[src/rtl/point_queue_search_ctrl.sv]
// rtl/point_queue_search_ctrl.sv - circular point queue with sequential per-field search
// Optional find-last scanning is built when POINT_QUEUE_SEARCH_FIND_LAST_EN is defined.

module point_queue_search_ctrl #(
    parameter int DEPTH = 8,
    parameter int FW    = 32
) (
    input  logic                       clk,
    input  logic                       rst,
    input  logic                       push_valid,
    input  logic [3*FW-1:0]            push_data,
    output logic                       push_ready,
    input  logic                       pop_valid,
    output logic                       pop_ready,
    input  logic                       search_valid,
    output logic                       search_ready,
    input  logic [1:0]                 search_field,
`ifdef POINT_QUEUE_SEARCH_FIND_LAST_EN
    input  logic                       search_last,
`endif
    input  logic [FW-1:0]              search_key,
    output logic                       result_valid,
    input  logic                       result_ready,
    output logic                       result_found,
    output logic [$clog2(DEPTH)-1:0]   result_index,
    output logic [3*FW-1:0]            result_data,
    output logic [$clog2(DEPTH):0]     count
);

    localparam int EW = 3 * FW;
    localparam int AW = $clog2(DEPTH);
    localparam logic [AW:0] CNT_FULL = (AW + 1)'(DEPTH);

    localparam logic [1:0] ST_IDLE = 2'd0;
    localparam logic [1:0] ST_SCAN = 2'd1;
    localparam logic [1:0] ST_RESP = 2'd2;

    logic [EW-1:0] mem [DEPTH];

    logic [1:0]    state_q, state_d;
    logic [AW-1:0] head_q, head_d;
    logic [AW-1:0] tail_q, tail_d;
    logic [AW:0]   count_q, count_d;
    logic [AW-1:0] idx_q, idx_d;
    logic [FW-1:0] key_q, key_d;
    logic [1:0]    field_q, field_d;
    logic          result_found_q, result_found_d;
    logic [AW-1:0] result_index_q, result_index_d;
    logic [EW-1:0] result_data_q, result_data_d;
`ifdef POINT_QUEUE_SEARCH_FIND_LAST_EN
    logic          last_q, last_d;
`endif

    logic          is_idle;
    logic          push_fire, pop_fire, search_fire;
    logic [AW-1:0] rd_ptr;
    logic [EW-1:0] cur_entry;
    logic [FW-1:0] field_val;
    logic          field_hit;
    logic          scan_done;
    logic [AW-1:0] next_idx;

    assign is_idle      = (state_q == ST_IDLE);
    assign push_ready   = is_idle && (count_q != CNT_FULL);
    assign pop_ready    = is_idle && (count_q != '0);
    assign search_ready = is_idle;
    assign push_fire    = push_valid && push_ready;
    assign pop_fire     = pop_valid && pop_ready;
    assign search_fire  = search_valid && search_ready;

    assign result_valid = (state_q == ST_RESP);
    assign result_found = result_found_q;
    assign result_index = result_index_q;
    assign result_data  = result_data_q;
    assign count        = count_q;

    // idx is always relative to head; the pointer add wraps because DEPTH is a power of two
    assign rd_ptr    = head_q + idx_q;
    assign cur_entry = mem[rd_ptr];

    always_comb begin
        field_val = '0;
        case (field_q)
            2'd0:    field_val = cur_entry[EW-1 -: FW];
            2'd1:    field_val = cur_entry[2*FW-1 -: FW];
            2'd2:    field_val = cur_entry[FW-1:0];
            default: field_val = '0;
        endcase
    end

    assign field_hit = (field_q != 2'd3) && (field_val == key_q) && ({1'b0, idx_q} < count_q);

    always_comb begin
`ifdef POINT_QUEUE_SEARCH_FIND_LAST_EN
        if (last_q) begin
            scan_done = (idx_q == '0);
            next_idx  = idx_q - 1'b1;
        end else begin
            scan_done = (({1'b0, idx_q} + 1'b1) >= count_q);
            next_idx  = idx_q + 1'b1;
        end
`else
        scan_done = (({1'b0, idx_q} + 1'b1) >= count_q);
        next_idx  = idx_q + 1'b1;
`endif
    end

    always_comb begin
        state_d        = state_q;
        head_d         = head_q;
        tail_d         = tail_q;
        count_d        = count_q;
        idx_d          = idx_q;
        key_d          = key_q;
        field_d        = field_q;
        result_found_d = result_found_q;
        result_index_d = result_index_q;
        result_data_d  = result_data_q;
`ifdef POINT_QUEUE_SEARCH_FIND_LAST_EN
        last_d         = last_q;
`endif

        if (push_fire) begin
            tail_d = tail_q + 1'b1;
        end
        if (pop_fire) begin
            head_d = head_q + 1'b1;
        end
        case ({push_fire, pop_fire})
            2'b10:   count_d = count_q + 1'b1;
            2'b01:   count_d = count_q - 1'b1;
            default: count_d = count_q;
        endcase

        case (state_q)
            ST_IDLE: begin
                // The search sees the queue as it stands after this edge's push/pop
                if (search_fire) begin
                    state_d = ST_SCAN;
                    key_d   = search_key;
                    field_d = search_field;
                    idx_d   = '0;
`ifdef POINT_QUEUE_SEARCH_FIND_LAST_EN
                    last_d  = search_last;
                    if (search_last && (count_d != '0)) begin
                        idx_d = AW'(count_d - 1'b1);
                    end
`endif
                end
            end
            ST_SCAN: begin
                if (field_hit) begin
                    state_d        = ST_RESP;
                    result_found_d = 1'b1;
                    result_index_d = idx_q;
                    result_data_d  = cur_entry;
                end else if (scan_done) begin
                    state_d        = ST_RESP;
                    result_found_d = 1'b0;
                    result_index_d = '0;
                    result_data_d  = '0;
                end else begin
                    idx_d = next_idx;
                end
            end
            ST_RESP: begin
                if (result_ready) begin
                    state_d = ST_IDLE;
                end
            end
            default: state_d = ST_IDLE;
        endcase
    end

    always_ff @(posedge clk) begin
        if (rst) begin
            state_q        <= ST_IDLE;
            head_q         <= '0;
            tail_q         <= '0;
            count_q        <= '0;
            idx_q          <= '0;
            key_q          <= '0;
            field_q        <= '0;
            result_found_q <= 1'b0;
            result_index_q <= '0;
            result_data_q  <= '0;
`ifdef POINT_QUEUE_SEARCH_FIND_LAST_EN
            last_q         <= 1'b0;
`endif
        end else begin
            state_q        <= state_d;
            head_q         <= head_d;
            tail_q         <= tail_d;
            count_q        <= count_d;
            idx_q          <= idx_d;
            key_q          <= key_d;
            field_q        <= field_d;
            result_found_q <= result_found_d;
            result_index_q <= result_index_d;
            result_data_q  <= result_data_d;
`ifdef POINT_QUEUE_SEARCH_FIND_LAST_EN
            last_q         <= last_d;
`endif
        end
    end

    // Storage is deliberately left unreset
    always_ff @(posedge clk) begin
        if (!rst && push_fire) begin
            mem[tail_q] <= push_data;
        end
    end

endmodule

[config.mk]
export PLATFORM = sky130hd
export DESIGN_NAME = point_queue_search_ctrl
export DESIGN_NICKNAME = d
export VERILOG_FILES = /design/src/rtl/point_queue_search_ctrl.sv
export SDC_FILE = /design/constraint.sdc
export NUM_CORES = 1
export LEC_CHECK = 0
export BUFFER_PORTS_ARGS = -buffer_cell sky130_fd_sc_hd__buf_2
export CAP_MARGIN = 20
export CORE_AREA = 5 5 282 256
export DETAILED_ROUTE_END_ITERATION = 8
export DIE_AREA = 0 0 287 261
export GPL_TIMING_DRIVEN = 0
export PLACE_DENSITY = 0.71
export SLEW_MARGIN = 5
export SYNTH_ARGS = -nofsm -noshare
export SYNTH_HDL_FRONTEND = slang
export SYNTH_SLANG_ARGS = --single-unit
export TNS_END_PERCENT = 30
[constraint.sdc]
create_clock -name clk -period 9.45 [get_ports clk]
set_clock_uncertainty 0.05 [all_clocks]
set_input_delay 0.4725 -clock clk [delete_from_list [all_inputs] [get_ports clk]]
set_output_delay 0.4725 -clock clk [all_outputs]
set_load 0.005 [all_outputs]
==> impl_metrics.sql <==
INSERT INTO impl_metrics (metric_group, metric, value, unit) VALUES
('synthesis', 'synth.top_cells.by_area', 'sky130_fd_sc_hd__edfxtp_1, sky130_fd_sc_hd__mux4_2, sky130_fd_sc_hd__dfxtp_1', ''),
('power', 'combinationalPowerShare', '25.5', '%'),
('timing', 'tightestPinTransition', '1130', 'ps'),
('synthesis', 'synth.avg_cell_area', '19.1', 'sq um'),
('timing', 'timing.setup.tns', '0', 'ps'),
('worst_setup_path', 'critical-path-max-stage-delay', '890', 'ps'),
('layout', 'mostFrequentLayoutCell', 'sky130_fd_sc_hd__edfxtp_1', ''),
('floorplan', 'boundaryPins', '244', ''),
('worst_setup_path', 'worstPathMaxFanout', '10', ''),
('floorplan', 'floorplan.rows', '92', ''),
('cts', 'numClockSinks', '917', ''),
('layout', 'area_delta_synth_final', '17.2', '%'),
('global_routing', 'grt_pass1_vias', '20934', ''),
('worst_setup_path', 'timing.critical_path.arrival', '7350', 'ps'),
('synthesis', 'postSynth.topFlopCell', 'sky130_fd_sc_hd__edfxtp_1', ''),
('floorplan', 'floorplan.initialDensity', '52.1', '%'),
('timing', 'grt_setup_unrepaired', 'false', ''),
('detailed_routing', 'count_of_vias_placed_by_the_detailed_router', '20698', ''),
('worst_setup_path', 'kind_of_critical_path', 'register to register', ''),
('cts', 'clk_root_buffer_cell', 'sky130_fd_sc_hd__clkbuf_16', ''),
('worst_setup_path', 'critPathRequiredTime', '9960', 'ps'),
('worst_setup_path', 'crit_chain', 'ha_1, inv_1, fa_1, buf_2, buf_1, clkbuf_1, mux4_2, mux2i_1, o2bb2ai_1, nor4_1, nand4_1, a2111oi_2, nand4_2, nor3_4, buf_6, a32o_1', ''),
('synthesis', 'ys_async_sr_fraction', '0', '%'),
('timing', 'report.final.setup_viol', '0', ''),
('cts', 'tritoncts.num_buffers', '91', ''),
('floorplan', 'die_y', '261', 'microns'),
('hold_path', 'worstHoldPathType', 'primary input to register', ''),
('cts', 'ctsResizeCount', '0', ''),
('synthesis', 'gate_count_of_the_mapped_netlist', '1894', ''),
('flow_run', 'maxcap_viol_count', '0', ''),
('power', 'cellLeakagePower', '14.2', 'nW'),
('timing', 'final.min_clock_period', '6840', 'ps'),
('cts', 'insertion_delay', '640', 'ps'),
('layout', 'drive_gt1_share', '32.5', '%'),
('detailed_routing', 'drc_errors', '0', ''),
('floorplan', 'dieArea', '74900', 'sq um'),
('power', 'power.share.switching', '28.9', '%'),
('cts', 'h-tree-depth', '3', ''),
('place', 'routability_congestion_estimate', '0.929', ''),
('cts', 'cts_post_setup_buffers_inserted', '0', ''),
('synthesis', 'ys_types', '67', ''),
('global_routing', 'global_route.overflow_total', '0', ''),
('global_routing', 'gr-usage-all-layers', '27.1', '%'),
('power', 'p_per_area', '256', 'nW/um^2'),
('detailed_routing', 'first_pass_iters', '6', ''),
('timing', 'report.final.slew_viol_count', '0', ''),
('detailed_routing', 'vias_per_cell', '6.28', ''),
('synthesis', 'syn_nets', '2046', ''),
('worst_setup_path', 'path_delay_family', 'buffers and inverters', ''),
('worst_setup_path', 'slowest_stage_cell_on_the_critical_path', 'sky130_fd_sc_hd__mux2i_1', ''),
('global_routing', 'grt_max_degree', '23', ''),
('layout', 'layout.core_utilization', '61.0', '%'),
('worst_setup_path', 'critPathCaptureType', 'register', ''),
('synthesis', 'yosys.area.top_type', 'sky130_fd_sc_hd__edfxtp_1', ''),
('power', 'irDropWorstVdd', '179', 'uV'),
('global_routing', 'grt_pass1_wl', '146000', 'microns'),
('synthesis', 'synth_enable_flop_cells', '768', ''),
('layout', 'fill_cells', '5009', ''),
('cts', 'buffer_depth_of_the_longest_clock_path', '3', ''),
('synthesis', 'share_of_the_yosys_chip_area_belonging_to_registers', '72.2', '%'),
('detailed_routing', 'route.antenna.remaining_nets', '0', ''),
('detailed_routing', 'first_iter_violations', '2653', ''),
('synthesis', 'syn_area', '36100', 'sq um'),
('detailed_routing', 'finalWirelength', '102000', 'microns'),
('cts', 'cts.clk_slew.worst_paths', '60', 'ps'),
('power', 'power.share.sequential', '42.4', '%'),
('place', 'detailed_place_hpwl', '72700', 'microns'),
('outcome', 'run_status', 'completed', ''),
('power', 'net-switching-power', '3.13', 'mW'),
('cts', 'postCtsHoldBufs', '0', ''),
('power', 'share_clk_of_total_power', '32.0', '%');
## final cells by class
class	instances	area, sq um	area share [%]
inverter	22	82.6	0.195
tap	940	1180	2.78
antenna	5	12.5	0.0296
sequential	917	26000	61.6
clock inverter	38	338	0.799
multi-input combinational	834	9390	22.2
timing repair buffer	297	2130	5.03
buffer	121	624	1.48
clock buffer	124	2500	5.92
## worst reg2reg max path, delay by kind of cell (launching register included)
family | cells | cell delay (ps)
AO/OA/AOI/OAI | 3 | 790
adder cells (fa/ha/maj) | 2 | 790
buffers and inverters | 5 | 1850
flip-flops | 1 | 490
multiplexers | 2 | 1290
AND/OR/NAND/NOR | 4 | 1530
## stage by stage
step	power, mW	instance area, sq um	worst slack (ps)	instances
floorplan	6.50	36100	948	1894
global placement	7.39	38500	-7080	3076
detailed placement	7.42	39400	2710	3131
CTS	10.9	42300	2610	3293
global route	11.2	42300	2370	3296
finish	10.8	42300	2610	3298
## path summary, 6_finish.rpt
check	start	cells past startpoint	endpoint	slack, ps
min	push_data[73]	1	mem[2][73]$_DFFE_PP_	50
max reg2reg	idx_q[0]$_SDFFE_PP0P_	16	result_index[0]$_SDFFE_PP0P_	2610
max	idx_q[0]$_SDFFE_PP0P_	16	result_index[0]$_SDFFE_PP0P_	2610
min reg2reg	key_q[7]$_SDFFE_PP0P_	2	key_q[7]$_SDFFE_PP0P_	420
## power by group through the flow
stage	Clock, mW	Combinational, mW	Sequential [mW]
after global placement	0	2.67	4.73
after floorplan	0	1.82	4.68
after detailed placement	0	2.74	4.68
after CTS	3.51	2.76	4.60
after global routing	3.68	2.93	4.61
final	3.47	2.77	4.60
## sequential cells by signal (all words and copies together), names as in the netlist
name          cells
count             4
result_index      3
result_found      1
idx_q             3
result_data      96
mem             768
key_q            32
field_q           2
tail_q            3
state_q           2
head_q            3
## synth_stat cells (7+ instances only)
| cell | number |
|---|---|
| sky130_fd_sc_hd__a21oi_1 | 50 |
| sky130_fd_sc_hd__a22oi_1 | 8 |
| sky130_fd_sc_hd__a31o_1 | 20 |
| sky130_fd_sc_hd__a32o_1 | 65 |
| sky130_fd_sc_hd__and2_1 | 8 |
| sky130_fd_sc_hd__buf_1 | 10 |
| sky130_fd_sc_hd__buf_2 | 34 |
| sky130_fd_sc_hd__buf_6 | 14 |
| sky130_fd_sc_hd__clkbuf_1 | 57 |
| sky130_fd_sc_hd__dfxtp_1 | 149 |
| sky130_fd_sc_hd__edfxtp_1 | 768 |
| sky130_fd_sc_hd__ha_1 | 14 |
| sky130_fd_sc_hd__inv_1 | 20 |
| sky130_fd_sc_hd__mux2_2 | 62 |
| sky130_fd_sc_hd__mux2i_1 | 52 |
| sky130_fd_sc_hd__mux4_2 | 204 |
| sky130_fd_sc_hd__nand2_1 | 85 |
| sky130_fd_sc_hd__nand2b_1 | 10 |
| sky130_fd_sc_hd__nand3_1 | 14 |
| sky130_fd_sc_hd__nand4_1 | 9 |
| sky130_fd_sc_hd__nor2_1 | 38 |
| sky130_fd_sc_hd__nor2b_1 | 23 |
| sky130_fd_sc_hd__nor3_1 | 13 |
| sky130_fd_sc_hd__nor4_1 | 24 |
| sky130_fd_sc_hd__o2111ai_1 | 7 |
| sky130_fd_sc_hd__o21ai_0 | 17 |
| sky130_fd_sc_hd__o2bb2ai_1 | 17 |
| sky130_fd_sc_hd__xnor2_1 | 15 |
| sky130_fd_sc_hd__xor2_1 | 16 |
## cell families (layout without fill, tap and decap cells)
| group | count (synthesis) | count (layout) | synth area share, % |
|---|---|---|---|
| flops | 917 | 917 | 72.2 |
| mux | 322 | 322 | 16.2 |
| simple gates | 242 | 242 | 3.32 |
| compound gates | 222 | 222 | 4.90 |
| buf+inv | 143 | 602 | 1.96 |
| xor+xnor | 32 | 32 | 0.815 |
| fa+ha+maj | 16 | 16 | 0.596 |
| other cells | 0 | 5 | 0 |
## layer usage
| layer | vias to the layer above | routed length (microns) | track usage (%) | share of wire, % |
|---|---|---|---|---|
| met5 | - | 103 | 0 | 0.10 |
| met4 | 16 | 4190 | 10.6 | 4.1 |
| met3 | 230 | 10500 | 7.00 | 10 |
| met2 | 1157 | 46800 | 41.1 | 46 |
| met1 | 10719 | 40100 | 38.2 | 39 |
| li1 | 8576 | - | - | - |
Power figures use the tool's default switching activity.
